--- src/rtl/pc_gen_unit.sv ---
// Fetch-stage PC generator: registered fetch PC with trap/redirect/stall/sequential
// next-PC selection, redirect-target misalignment pulse and saturating redirect counter.
module pc_gen_unit #(
    parameter int unsigned     XLEN         = 32,
    parameter int unsigned     INC          = 4,
    parameter int unsigned     ALIGN_BITS   = 2,
    parameter logic [XLEN-1:0] RESET_VECTOR = 32'h0000_0000,
    parameter logic [XLEN-1:0] TRAP_VECTOR  = 32'h0000_0100,
    parameter int unsigned     CNT_W        = 16
) (
    input  logic             clk,
    input  logic             rst,
    input  logic             StallF,
    input  logic             PCSrcE,
    input  logic [XLEN-1:0]  PCTargetE,
    input  logic             TrapE,
    output logic [XLEN-1:0]  PCF,
    output logic [XLEN-1:0]  PCPlusIncF,
    output logic             MisalignF,
    output logic [CNT_W-1:0] RedirectCnt
);

    if (!(INC == 2 || INC == 4)) begin : g_bad_inc
        $error("pc_gen_unit: INC must be 2 or 4");
    end

    logic [XLEN-1:0]  pc_q, pc_d;
    logic             misalign_q, misalign_d;
    logic [CNT_W-1:0] cnt_q, cnt_d;
    logic [CNT_W-1:0] cnt_bumped;
    logic             target_misaligned;

    assign PCPlusIncF        = pc_q + XLEN'(INC);
    assign target_misaligned = |PCTargetE[ALIGN_BITS-1:0];
    // Counter sticks at all-ones instead of wrapping.
    assign cnt_bumped        = (&cnt_q) ? cnt_q : cnt_q + CNT_W'(1);

    always_comb begin
        pc_d       = pc_q;
        misalign_d = 1'b0;
        cnt_d      = cnt_q;
        if (TrapE) begin
            pc_d  = TRAP_VECTOR;
            cnt_d = cnt_bumped;
        end else if (PCSrcE) begin
            cnt_d = cnt_bumped;
            if (target_misaligned) begin
                pc_d       = TRAP_VECTOR;
                misalign_d = 1'b1;
            end else begin
                pc_d = PCTargetE;
            end
        end else if (!StallF) begin
            pc_d = PCPlusIncF;
        end
    end

    always_ff @(posedge clk or posedge rst) begin
        if (rst) begin
            pc_q       <= RESET_VECTOR;
            misalign_q <= 1'b0;
            cnt_q      <= '0;
        end else begin
            pc_q       <= pc_d;
            misalign_q <= misalign_d;
            cnt_q      <= cnt_d;
        end
    end

    assign PCF         = pc_q;
    assign MisalignF   = misalign_q;
    assign RedirectCnt = cnt_q;

endmodule

--- config.mk ---
export PLATFORM = sky130hd
export DESIGN_NAME = pc_gen_unit
export DESIGN_NICKNAME = d
export VERILOG_FILES = /design/src/rtl/pc_gen_unit.sv
export SDC_FILE = /design/constraint.sdc
export NUM_CORES = 1
export LEC_CHECK = 0
export BUFFER_PORTS_ARGS = -buffer_cell sky130_fd_sc_hd__buf_2
export CORE_MARGIN = 1
export CORE_UTILIZATION = 54
export CTS_CLUSTER_DIAMETER = 30
export DETAILED_ROUTE_END_ITERATION = 16
export HOLD_SLACK_MARGIN = 0.1
export PLACE_DENSITY = 0.86
export SLEW_MARGIN = 40
export SYNTH_ARGS = -nofsm -noshare
export SYNTH_HDL_FRONTEND = slang
export SYNTH_SLANG_ARGS = --single-unit
--- constraint.sdc ---
create_clock -name clk -period 5.5 [get_ports clk]
set_input_delay 0.55 -clock clk [delete_from_list [all_inputs] [get_ports clk]]
set_output_delay 0.55 -clock clk [all_outputs]
set_load 0.05 [all_outputs]
; Yosys cells after proc, flatten, opt, wreduce, memory -nomap -nowiden
; Index checks and enable logic that the tools add are counted.
[totals]
reg_bits = 49
inputBits = 37
output_inout_bits = 81
elab_cells = 19
[classes]
add_sub_neg = 2
n_eq_ne = 1
n_mux = 10
n_reduce_logical = 3
[ops]
columns = operator, n
row1 = 32-bit 2-to-1 mux, 4
row2 = 16-bit 2-to-1 mux, 3
row3 = 32-bit by 3-bit adder with 32-bit output (second input constant), 1
row4 = 16-bit by 1-bit adder with 16-bit output (second input constant), 1
row5 = 16-bit AND reduction, 1
row6 = 1-bit 2-to-1 mux, 3
row7 = 3-bit by 1-bit inequality test with 1-bit output (second input constant), 1
row8 = 2-bit nonzero test, 1
row9 = 2-bit OR reduction, 1

; Depth between registers and ports, before layout
[logic_depth]
ltp_word = 4
ltp_mapped = 8

; Worst setup path before layout
; No wires, ideal clock.
[synth_timing]
kind = register to output
startpoint = reg pc_q[2] (netlist: PCF[2])
endpoint = out PCPlusIncF[28]
arrival_time_ps = 2567
setup_slack_ps = 2383
stages_incl_launch_ff = 6
path_buffers = 0
path_cell_list = dfrtp_1 > ha_1 > nand3_1 > nor4_1 > nand4_1 > xnor2_1
[synth_between]
elab_chain_len = 1
[synth_lines]
columns = item, line
row1 = start: declaration, 27  ; logic [XLEN-1:0] pc_q, pc_d;
row2 = start signal: assignment, 64  ; pc_q <= pc_d;
row3 = 32-bit by 3-bit adder with 32-bit output, 33  ; assign PCPlusIncF = pc_q + XLEN'(INC);
row4 = end: declaration, 18  ; output logic [XLEN-1:0] PCPlusIncF,
; No other way between the ends.

; Worst setup path in the final report
[layout_timing]
startpoint = reg pc_q[9] (netlist: PCF[9])
endpoint = out PCPlusIncF[27]
; The elaborated chain is that of the path after synthesis.

==> metrics.md <==
| Metric | Value |
|---|---|
| Initial antenna violation count | `0` |
| Total CTS buffers | `5` |
| Final setup fails | `0` |
| Post-synthesis cell area | `0.00322 mm²` |
| GR Overflow Total | `0` |
| Post-CTS Setup Bufs | `0` |
| Crit-path max FO | `16` |
| Max Buffers Root-to-Sink | `2` |
| Proportion of layout cells with a drive suffix above 1 | `0.309` |
| First-pass GRT wire length | `13700 µm` |
| Largest stage delay on the critical path | `520 ps` |
| # DRC | `0` |
| Hold Path Class | `input port to asynchronous set/reset pin` |
| Post-synth EDFFs | `0` |
| # hold bufs at CTS | `0` |
| Synthesized flop and latch total | `49` |
| Detail Route Antenna Nets | `0` |
| Core ar. | `0.00564 mm²` |
| Post-synth ARST share | `1.00` |
| Layout area overhead | `20.1%` |
| Rows | `27` |
| Root buf cell | `clkbuf_8` |
| Starting density of the core | `0.571` |
| Period Utilization, post-route | `0.536` |
| Die ar. | `0.00627 mm²` |
| Post-layout net count | `498` |
| Routed vias | `3105` |
| Layout filler cell count | `474` |
| Post-CTS Resized | `0` |
| Number of global-route vias before repair | `2915` |
| Worst-Skew Late Latency | `310 ps` |
| Reg-to-reg slack, setup | `3410 ps` |
| Initial DRT Pass Iterations | `4` |
| R2r endpoint | `PCF[31]$_DFFE_PP0P_` |
| Syn_nets | `398` |
| RSZ-0062 raised after global routing | `no` |
| Critical path arrival | `2400 ps` |
| First-iteration detailed-routing DRC count | `236` |
| Htree depth | `2` |
| All-Layer GR Usage | `0.283` |
| Least-Margin Pin Slew | `663 ps` |
| Most frequent cells in the layout | `117 x buf_2, 49 x dfrtp_1, 43 x nand2_1` |
| Post-synthesis average cell area | `8.97 µm²` |
| FMAX | `0.339 GHz` |
| Critical path type | `flip-flop to primary output` |
| Largest net degree at the start of global routing | `50` |
| Port Buffers | `117` |
| Post-DP Area | `0.00375 mm²` |
| Num ports | `118` |
| Critical path capture point type | `primary output` |
| Data required time at the worst endpoint | `4950 ps` |
| Power per Cell Area | `260 mW/mm²` |
| Yosys Warn Count | `0` |
| Vias per inst | `5.84` |
| Commonest non-fill, non-tap cell in the layout | `buf_2` |
| Worst-path clk slew | `90 ps` |
| Top FF cell, synth | `dfrtp_1` |
| Slowest CP cell | `dfrtp_1` |
| Critical Path Start | `PCF[9]$_DFFE_PP0P_` |
| Total Negative Setup Slacks | `0 ps` |
| Ant. Diodes | `0` |
| Static leakage | `1.97 nW` |
| Drt wl/cell | `16.0 µm` |
| Detail Placement HPWL | `6160 µm` |
| Run status | `finished, final reports clean` |
| Crit-path cells | `and4_1 > nand3_4 > nor4_1 > xor2_1 > buf_2` |
| R2r startpoint | `PCF[9]$_DFFE_PP0P_` |
| Register area share after synthesis | `0.381` |
| Distinct cells, synth | `60` |
| Min Tclk post-route | `2950 ps` |
| CTS tree | `yes` |
| R2R depth | `5` |
| Routability Congestion | `0.861` |
| Normalized max-slew margin | `0.554` |
| Max cap viols | `0` |
| Setup clock skew after layout | `6.81 ps` |
| Maximum vdd ir drop | `0.369 mV` |
| Mapped Cells | `359` |
| Max-slew violation count | `0` |
| CP Launch Type | `flip-flop` |
| Die Y-Extent | `79.2 µm` |
| Fin area | `0.00387 mm²` |
| Post-Route WL | `8510 µm` |
| Hold Vio Cnt, Final | `0` |
| CTS Sinks | `49` |
| Die X | `79.2 µm` |
-- state kept, by name (all words and copies together), names as in the netlist --
register	flops
PCF	32
MisalignF	1
RedirectCnt	16
-- worst max-delay path: cells and delay by family (launching register included) --
family	cells	cell delay (ps)
xor+xnor	1	220
buf+inv	1	290
flops	1	520
simple gates	3	1050
-- area by class of cell --
class / count / area (µm²) / share of cell area
repair buffers: 117 / 586 / 0.151
clock buffers: 7 / 86.3 / 0.0223
inverters: 10 / 40.0 / 0.0104
multi-input cells: 276 / 1810 / 0.468
clock inverters: 1 / 30.0 / 0.00776
well taps: 72 / 90.1 / 0.0233
flip-flops and latches: 49 / 1230 / 0.317
-- metrics by stage --
stage / setup slack [ps] / std cells / total power, mW / utilization / hold slack [ps]
3_3_place_gp: 2910 / 524 / 0.731 / 0.664 / 480
3_5_place_dp: 2830 / 524 / 0.738 / 0.664 / 496
2_1_floorplan: 2380 / 359 / 0.661 / - / 667
4_1_cts: 2570 / 532 / 1.01 / 0.685 / 342
5_1_grt: 2340 / 532 / 1.05 / 0.686 / 375
6_report: 2550 / 532 / 1.01 / 0.686 / 323
-- power by group --
part           internal (mW)  total (mW)  switching (mW)
logic                 0.0773       0.292           0.214
clock network          0.148       0.274           0.125
registers              0.392       0.440          0.0474
total                  0.618        1.01           0.387
-- synth_stat cells (all sizes together) (2+ instances only) --
cell type	instances	area share
o22ai	3	0.0058
a32o	2	0.0062
a21oi	16	0.025
and2	6	0.012
xnor2	30	0.082
o31ai	2	0.0047
o211a	2	0.0062
ha	2	0.0078
mux2i	3	0.0093
o21ai	11	0.017
or4	3	0.0093
nor3b	3	0.0085
nor3	16	0.028
a221o	2	0.0062
buf	14	0.033
nor4	9	0.022
inv	10	0.012
xor2	17	0.046
a31oi	5	0.0097
nand4	14	0.037
clkbuf	10	0.013
a22o	3	0.0082
nand2	43	0.050
or2	2	0.0039
nand3	20	0.037
and4	4	0.012
and3	10	0.019
a21o	5	0.012
mux2	4	0.014
nor2	24	0.028
o2bb2ai	2	0.0054
dfrtp	49	0.38
a22oi	3	0.0070
-- cells by family after synthesis --
kind of cell    Yosys count  share of synthesized area
compound gates           60                      0.123
flops                    49                      0.381
buf+inv                  34                     0.0579
simple gates            160                      0.279
fa+ha+maj                 2                    0.00777
xor+xnor                 47                      0.128
mux                       7                     0.0233
-- how the worst max path moves through the flow --
| stage | endpoint | slack (ps) |
|---|---|---|
| global placement | RedirectCnt[13]$_DFFE_PP0P_ | 2910 |
| CTS | PCPlusIncF[27] | 2570 |
| finish | PCPlusIncF[27] | 2550 |
| global route | PCPlusIncF[28] | 2340 |
| floorplan | PCPlusIncF[28] | 2380 |
| detailed placement | RedirectCnt[13]$_DFFE_PP0P_ | 2830 |
-- metal layers --
metal	track usage	share of wire	vias to the layer above
met5	0	0	-
li1	-	-	1476
met2	0.462	0.47	165
met1	0.354	0.41	1442
met4	0.120	0.028	0
met3	0.0690	0.091	22
(Power assumes the default switching activity.)
